$ cat config.mk
export PLATFORM = sky130hd
export DESIGN_NAME = mul_issue_ctrl
export DESIGN_NICKNAME = d
export VERILOG_FILES = /design/src/rtl/mul_issue_ctrl.sv
export SDC_FILE = /design/constraint.sdc
export NUM_CORES = 1
export LEC_CHECK = 0
export BUFFER_PORTS_ARGS = -buffer_cell sky130_fd_sc_hd__buf_2
export CORE_AREA = 2 2 224 248
export DETAILED_ROUTE_END_ITERATION = 8
export DIE_AREA = 0 0 226 250
export GPL_TIMING_DRIVEN = 0
export PLACE_DENSITY = 0.52
export SYNTH_ARGS = -nofsm -noshare
export SYNTH_HDL_FRONTEND = slang
export SYNTH_SLANG_ARGS = --single-unit
$ cat constraint.sdc
create_clock -name clk -period 4.95 [get_ports clk]
set_input_delay 0.495 -clock clk [delete_from_list [all_inputs] [get_ports clk]]
set_output_delay 0.495 -clock clk [all_outputs]
set_load 0.03 [all_outputs]
$ cat src/rtl/mul_issue_ctrl.sv
// mul_issue_ctrl: execute-stage front end for the iterative 64x64->128
// unsigned shift-add multiplier core. Accepts RV64M multiply ops, feeds the
// core operand magnitudes, then sign-corrects and selects the rd value.
module mul_issue_ctrl #(
  parameter int XLEN = 64,  // the core is fixed at 64x64->128; only 64 is supported
  parameter int OP_W = 3
) (
  input  logic                clk,
  input  logic                reset,
  input  logic                flush,
  input  logic                in_valid,
  output logic                in_ready,
  input  logic [OP_W-1:0]     op,
  input  logic [XLEN-1:0]     src1,
  input  logic [XLEN-1:0]     src2,
  output logic                out_valid,
  input  logic                out_ready,
  output logic [XLEN-1:0]     result,
  output logic                busy,
  output logic                core_en,
  output logic [XLEN-1:0]     core_multiplier,
  output logic [XLEN-1:0]     core_multiplicand,
  input  logic [2*XLEN-1:0]   core_product,
  input  logic                core_compl
);

  localparam logic [1:0] ST_IDLE  = 2'd0;
  localparam logic [1:0] ST_START = 2'd1;
  localparam logic [1:0] ST_WAIT  = 2'd2;
  localparam logic [1:0] ST_DONE  = 2'd3;

  localparam logic [OP_W-1:0] OP_MUL    = OP_W'(0);
  localparam logic [OP_W-1:0] OP_MULH   = OP_W'(1);
  localparam logic [OP_W-1:0] OP_MULHSU = OP_W'(2);
  localparam logic [OP_W-1:0] OP_MULHU  = OP_W'(3);
  localparam logic [OP_W-1:0] OP_MULW   = OP_W'(4);

  localparam logic [XLEN-1:0]   ONE_X = {{(XLEN-1){1'b0}}, 1'b1};
  localparam logic [2*XLEN-1:0] ONE_P = {{(2*XLEN-1){1'b0}}, 1'b1};

  logic [1:0]        state_reg, state_next;
  logic [OP_W-1:0]   op_reg;
  logic              neg_reg;
  logic [XLEN-1:0]   mult_reg, mcand_reg, result_reg;

  logic [OP_W-1:0]   op_eff;
  logic              s1_sgn, s2_sgn, neg_in, zero_in, accept;
  logic [XLEN-1:0]   mag1, mag2, res_sel;
  logic [2*XLEN-1:0] prod_fix;

  assign accept = (state_reg == ST_IDLE) && in_valid && !flush;

  // Operand decode at accept: reserved ops fold onto MULHU, signed sources
  // become magnitudes (abs(-2^63) wraps to 2^63, which is the right unsigned value).
  always_comb begin
    op_eff = (op > OP_MULW) ? OP_MULHU : op;
    s1_sgn = (op_eff == OP_MUL) || (op_eff == OP_MULH) || (op_eff == OP_MULHSU);
    s2_sgn = (op_eff == OP_MUL) || (op_eff == OP_MULH);
    if (op_eff == OP_MULW) begin
      mag1   = {{(XLEN-32){1'b0}}, src1[31:0]};
      mag2   = {{(XLEN-32){1'b0}}, src2[31:0]};
      neg_in = 1'b0;
    end else begin
      mag1   = (s1_sgn && src1[XLEN-1]) ? (~src1 + ONE_X) : src1;
      mag2   = (s2_sgn && src2[XLEN-1]) ? (~src2 + ONE_X) : src2;
      neg_in = (s1_sgn & src1[XLEN-1]) ^ (s2_sgn & src2[XLEN-1]);
    end
    zero_in = (mag1 == '0) || (mag2 == '0);
  end

  // Sign correction of the unsigned core product and rd selection.
  always_comb begin
    prod_fix = neg_reg ? (~core_product + ONE_P) : core_product;
    case (op_reg)
      OP_MUL:  res_sel = prod_fix[XLEN-1:0];
      OP_MULW: res_sel = {{(XLEN-32){prod_fix[31]}}, prod_fix[31:0]};
      default: res_sel = prod_fix[2*XLEN-1:XLEN];
    endcase
  end

  // Next-state logic; flush overrides every transition, including DONE handoff.
  always_comb begin
    state_next = state_reg;
    case (state_reg)
      ST_IDLE:  if (accept) state_next = zero_in ? ST_DONE : ST_START;
      ST_START: state_next = ST_WAIT;
      ST_WAIT:  if (core_compl) state_next = ST_DONE;
      ST_DONE:  if (out_ready) state_next = ST_IDLE;
      default:  state_next = ST_IDLE;
    endcase
    if (flush) state_next = ST_IDLE;
  end

  // State, captured op/operands and the registered result.
  always_ff @(posedge clk) begin
    if (reset) begin
      state_reg  <= ST_IDLE;
      op_reg     <= '0;
      neg_reg    <= 1'b0;
      mult_reg   <= '0;
      mcand_reg  <= '0;
      result_reg <= '0;
    end else begin
      state_reg <= state_next;
      if (accept) begin
        op_reg    <= op_eff;
        neg_reg   <= neg_in;
        mult_reg  <= mag1;
        mcand_reg <= mag2;
        if (zero_in) result_reg <= '0;
      end
      if ((state_reg == ST_WAIT) && core_compl && !flush) result_reg <= res_sel;
    end
  end

  assign in_ready          = (state_reg == ST_IDLE);
  assign busy              = (state_reg != ST_IDLE);
  assign out_valid         = (state_reg == ST_DONE);
  assign core_en           = (state_reg == ST_START);
  assign core_multiplier   = mult_reg;
  assign core_multiplicand = mcand_reg;
  assign result            = result_reg;

  // Reserved op encodings are tolerated in hardware but flagged in simulation.
  a_reserved_op: assert property (@(posedge clk) disable iff (reset) accept |-> (op <= OP_MULW));

endmodule

After elaboration in Yosys (flattened, before gate mapping)
Index checks and enable logic that the tools add are counted.
- add/sub/neg operators: 3
- magnitude comparators: 1
- eq/ne operators: 10
- multiplexer cells: 16
- bitwise logic cells: 6
- reductions and logical operators: 21
- operators with widths (kind ; number):
    $mux 64 ; 7
    $add 128x1->128 const B ; 1
    $add 64x1->64 const B ; 2
    $logic_not 64->1 ; 2
    $mux 128 ; 1
    $not 128->128 ; 1
    $not 64->64 ; 2
    $pmux 64 s2 ; 1
    $mux 2 ; 4
    $pmux 2 s4 ; 1
    $eq 3x3->1 const B ; 2
    $logic_and 1x1->1 ; 6
    $logic_not 3->1 ; 2
    $reduce_bool 2->1 ; 3
    $eq 2x2->1 const B ; 2
    $ne 2x1->1 const B ; 2
    $eq 3x1->1 const B ; 1
    $eq 3x2->1 const B ; 1
    $gt 3x3->1 const B ; 1
    $logic_or 1x1->1 ; 3
    $mux 3 ; 1
    $reduce_and 3->1 ; 1
    $and 1x1->1 ; 2
    $eq 2x1->1 const B ; 1
    other kinds (7) ; 7
- flip-flop bits (word level): 198
- bits of input ports: 265
- output and inout port bits: 196
- logic and storage cells: 63

Depth between registers and ports, before layout
- depth in word-level cells: 13
- gate-level depth with buffers: 15
- depth with buffers taken out: 12

Worst setup path after synthesis
No wires, ideal clock.
- path kind: input to register
- start: in op[1]
- end: reg result_reg[26] (netlist: result[26])
- library setup time: 122 ps
- data arrival time: 3708 ps
- required time: 4828 ps
- path slack: 1120 ps
- stages: 13
- buffers on the path: 3
- path through: clkbuf_1 or3b_2 clkbuf_1 a31oi_1 xnor2_1 a21boi_1 nand4_1 or4_1 or4_1 or4_4 nand2_4 buf_6 o21ai_1
- longest elaborated chain between the ends: 12
- elaborated cells on any way between the ends: 19
- those cells by class: order compare (1); eq/ne (3); mux (5); reduce/logical (10)
- RTL lines (element ; line ; RTL):
    start, declared ; 13 ; input logic [OP_W-1:0] op,
    $gt 3x3->1 ; 56 ; op_eff = (op > OP_MULW) ? OP_MULHU : op;
    $mux 3 * ; 56 ;
    $eq 3x1->1 / $logic_not 3->1 (equally long branches) ; 57, 58 ;
    $logic_or 1x1->1 ; 57, 58 ;
    $logic_or 1x1->1 ; 57 ; s1_sgn = (op_eff == OP_MUL) || (op_eff == OP_MULH) || (op_eff == OP_MULHSU);
    $logic_and 1x1->1 ; 64 ; mag1 = (s1_sgn && src1[XLEN-1]) ? (~src1 + ONE_X) : src1;
    $mux 64 ; 64 ;
    $mux 64 ; 59 ; if (op_eff == OP_MULW) begin
    $logic_not 64->1 ; 68 ; zero_in = (mag1 == '0) || (mag2 == '0);
    $logic_or 1x1->1 * ; 68 ;
    $reduce_bool 2->1 (no source line) * ; - ;
    $reduce_and 2->1 (no source line) * ; - ;
    end signal, assigned ; 112 ; if ((state_reg == ST_WAIT) && core_compl && !flush) result_reg <= res_sel;
    end, declared ; 44 ; logic [XLEN-1:0] mult_reg, mcand_reg, result_reg;
Every way passes the cells marked *; elsewhere a longest branch is shown, timed or not.
A chain may end at the register's enable or synchronous reset.

Final worst setup path
- start: in core_product[42]
- end: reg result_reg[63] (netlist: result[63])
- longest elaborated chain between the ends: 5
- RTL lines (element ; line ; RTL):
    start, declared ; 23 ; input logic [2*XLEN-1:0] core_product,
    $not 128->128 ; 73 ; prod_fix = neg_reg ? (~core_product + ONE_P) : core_product;
    $add 128x1->128 ; 73 ;
    $mux 128 ; 73 ;
    $pmux 64 s2 ; 74 ; case (op_reg)
    $mux 64 ; 112 ;
No other way between the ends.

==> results.toml <==
[synthesis]
synth_seq_cells = 198
synthCells = 2223
yosysTopAreaCell = "dfxtp_1"
avgSynthCellArea_um2 = 7.21
synthFlopType = "dfxtp_1"
synth_cell_type_count = 85
async_flop_share_pct = 0
yosys.cell_count.top_type = "nor2_1"
syn_area_mm2 = 0.0160
ys_top_cells_by_count = "nor2_1 (258), nand2_1 (228), dfxtp_1 (198), clkbuf_1 (155), xor2_1 (109)"
ys.warnings.count = 0
netlist.area_leader.share_pct = 24.7
synth_area_leaders = "dfxtp_1 (25%), nor2_1 (6.0%), xor2_1 (6.0%), nand2_1 (5.3%), xnor2_1 (4.6%)"
seq_area_frac_synth_pct = 24.7
syn_nets = 2497
synth_edf_count = 0

[drt]
drt_iter0_markers = 1728
drtPass1Iterations = 5
ant_nets = 0
totalWireLength_um = 92300
vias = 20200
via_per_inst = 5.89
drcViolationCount = 0
routedWlPerCell_um = 26.9

[timing]
tightestPinTransition_ns = 1.34
finalCritPeriodShare_pct = 96.6
fin_setup_tns_ns = 0
maxSlewViolCount = 0
fin_crit_ns = 4.78
slew_headroom_pct = 9.58
max_freq_ghz = 0.209
grt_setup_unrepaired = "no"
finClkSkew_ns = 0.0106
finalHoldViolCount = 0
setup_violations = 0

[clock_tree]
cts_resized = 0
cts_hold_buf = 0
cts_setup_buffers = 0
cts_tree = "yes"
numCtsBuffers = 17
clk_path_buf_depth = 2
clock-sinks = 198
clk_latency_ns = 0.50
cts-htree-levels = 4
clock-root-buffer = "clkbuf_16"
clkTransAtPathRegs_ns = 0.08

[final_layout]
fillers = 5984
nets = 2947
finalNonFillerCells = 3426
drive_above_1_share_pct = 20.0
area_delta_synth_final_pct = 23.1
final_util_pct = 36.4

[critical_path]
worstSetupPathType = "in2reg"
end_kind = "register"
critPathRequiredTime_ns = 5.38
setup.worst_path.end = "result[63]$_SDFFE_PP0P_"
path_depth = 11
ff2ff_setup_slack_ns = 1.49
startpoint = "core_product[42]"
path_buf_inv = 1
reg2reg_depth = 7
cp.arrival_ns = 5.22
cpMaxStageDelayCell = "nor4_1"
reg2reg_to = "result[6]$_SDFFE_PP0P_"
cp_cell_sequence = "buf_2 > or4_1 > nor4_1 > nand2_1 > nor4_2 > nand4_1 > o41ai_1 > xor2_1 > a221oi_1 > a31oi_1 > o21ai_1"
max_stage_delay_ns = 0.92
path_max_fanout = 6
cp-start-kind = "primary input"
rr_startpoint = "neg_reg$_SDFFE_PP0P_"
crit_family = "simple AND/OR/NAND/NOR gates"

[placement]
dp_hpwl_um = 74200
gp_congestion = 0.946
port_buffers = 431
post-place-cells = 3390

[floorplanning]
core_area_mm2 = 0.0542
die_w_um = 226
initial_core_util_pct = 29.6
die_h_um = 250
die-area_mm2 = 0.0565
rows = 90
boundaryPins = 461

[run]
cap_viol_max_count = 0

[worst_hold_path]
hp-class = "in2reg"

[power_and_ir_drop]
powerDensity_mw_per_mm2 = 253
total_power_uw = 5000
peakVddDrop_mv = 0.236
total_leakage_power_uw = 0.00719

[global_routing]
grt_use_met3_pct = 7.79
overflow = 0
grt_use_met2_pct = 54.7
grtUsageMet1_pct = 37.4
grt_pass1_wl_um = 133000
grt_antenna_before_repair = 15
track_usage_pct = 31.9
grt_pass1_vias = 19900
grt_max_degree = 20
grt.busiest_layer = "met2"

[status]
status = "finished, final reports clean"
## how the worst min path moves through the flow
| stage | cells after the start | startpoint | endpoint |
|---|---|---|---|
| floorplan | 2 | op_reg[1]$_SDFFE_PP0P_ | op_reg[1]$_SDFFE_PP0P_ |
| global placement | 2 | core_multiplicand[0]$_SDFFE_PP0P_ | core_multiplicand[0]$_SDFFE_PP0P_ |
| detailed placement | 2 | core_multiplier[44]$_SDFFE_PP0P_ | core_multiplier[44]$_SDFFE_PP0P_ |
| CTS | 3 | src2[1] | core_multiplicand[1]$_SDFFE_PP0P_ |
| global route | 3 | src2[1] | core_multiplicand[1]$_SDFFE_PP0P_ |
| finish | 3 | src2[1] | core_multiplicand[1]$_SDFFE_PP0P_ |
## per-stage QoR
step,worst slack [ns],instance area (um^2),hold slack [ns]
2_1_floorplan,1.12,16000,0.489
3_3_place_gp,-0.448,19100,0.442
3_5_place_dp,-0.500,19100,0.450
4_1_cts,0.0555,19700,0.268
5_1_grt,0.0671,19700,0.293
6_report,0.166,19700,0.309
## cell usage in the layout (no fill, tap or decap), drive strengths merged, types with 6 or more instances in the layout
master   count
a211oi      69
a21o         7
a21oi       95
a221oi      33
a22oi       31
a311oi      12
a31oi       88
a32oi       20
a41oi        8
and2        13
and3        15
and4         6
buf        455
clkbuf     175
clkinv       6
dfxtp      198
ha           9
inv         28
mux2i       16
nand2      229
nand2b       9
nand3       40
nand4       30
nor2       258
nor3       103
nor3b        9
nor4        73
o2111ai      9
o211ai       8
o21ai      166
o22ai        9
o311ai       8
o31a         7
o31ai       42
o41ai       27
or2         19
or3         55
or4         43
xnor2       85
xor2       109
## worst min-delay path, cell delays in order
cell and delay (ns):
buf_2 0.13, nand2_1 0.06, a311oi_1 0.08
## kinds of logic (layout without fill, tap and decap cells)
group | after synthesis | in the layout | synth area share, %
other cells | 0 | 4 | 0
compound gates | 679 | 679 | 28.5
simple gates | 919 | 919 | 28.9
fa+ha+maj | 10 | 10 | 0.765
flops | 198 | 198 | 24.7
xor+xnor | 194 | 194 | 10.6
mux | 21 | 21 | 1.42
buf+inv | 202 | 665 | 5.12
## power breakdown
group | switching, uW | total [uW] | internal, uW
clock network | 783 | 1480 | 696
registers | 85.6 | 1800 | 1720
logic | 1220 | 1720 | 502
## cell type report
cell class	count	area, um^2	share of cell area, %
timing repair buffer	431	2160	10.9
tap	736	921	4.67
clock inverter	13	135	0.685
sequential	198	3960	20.1
inverter	22	82.6	0.419
multi-input combinational	1823	11300	57.1
antenna	4	10.0	0.0507
clock buffer	19	453	2.30
buffer	180	741	3.76
## metal layers
layer  wire, um  share of wire [%]
met1      35900                 39
met3       7540                8.2
met2      44500                 48
met4       4140                4.5
met5        123               0.13
No activity file was read; power rests on OpenSTA's default activity.
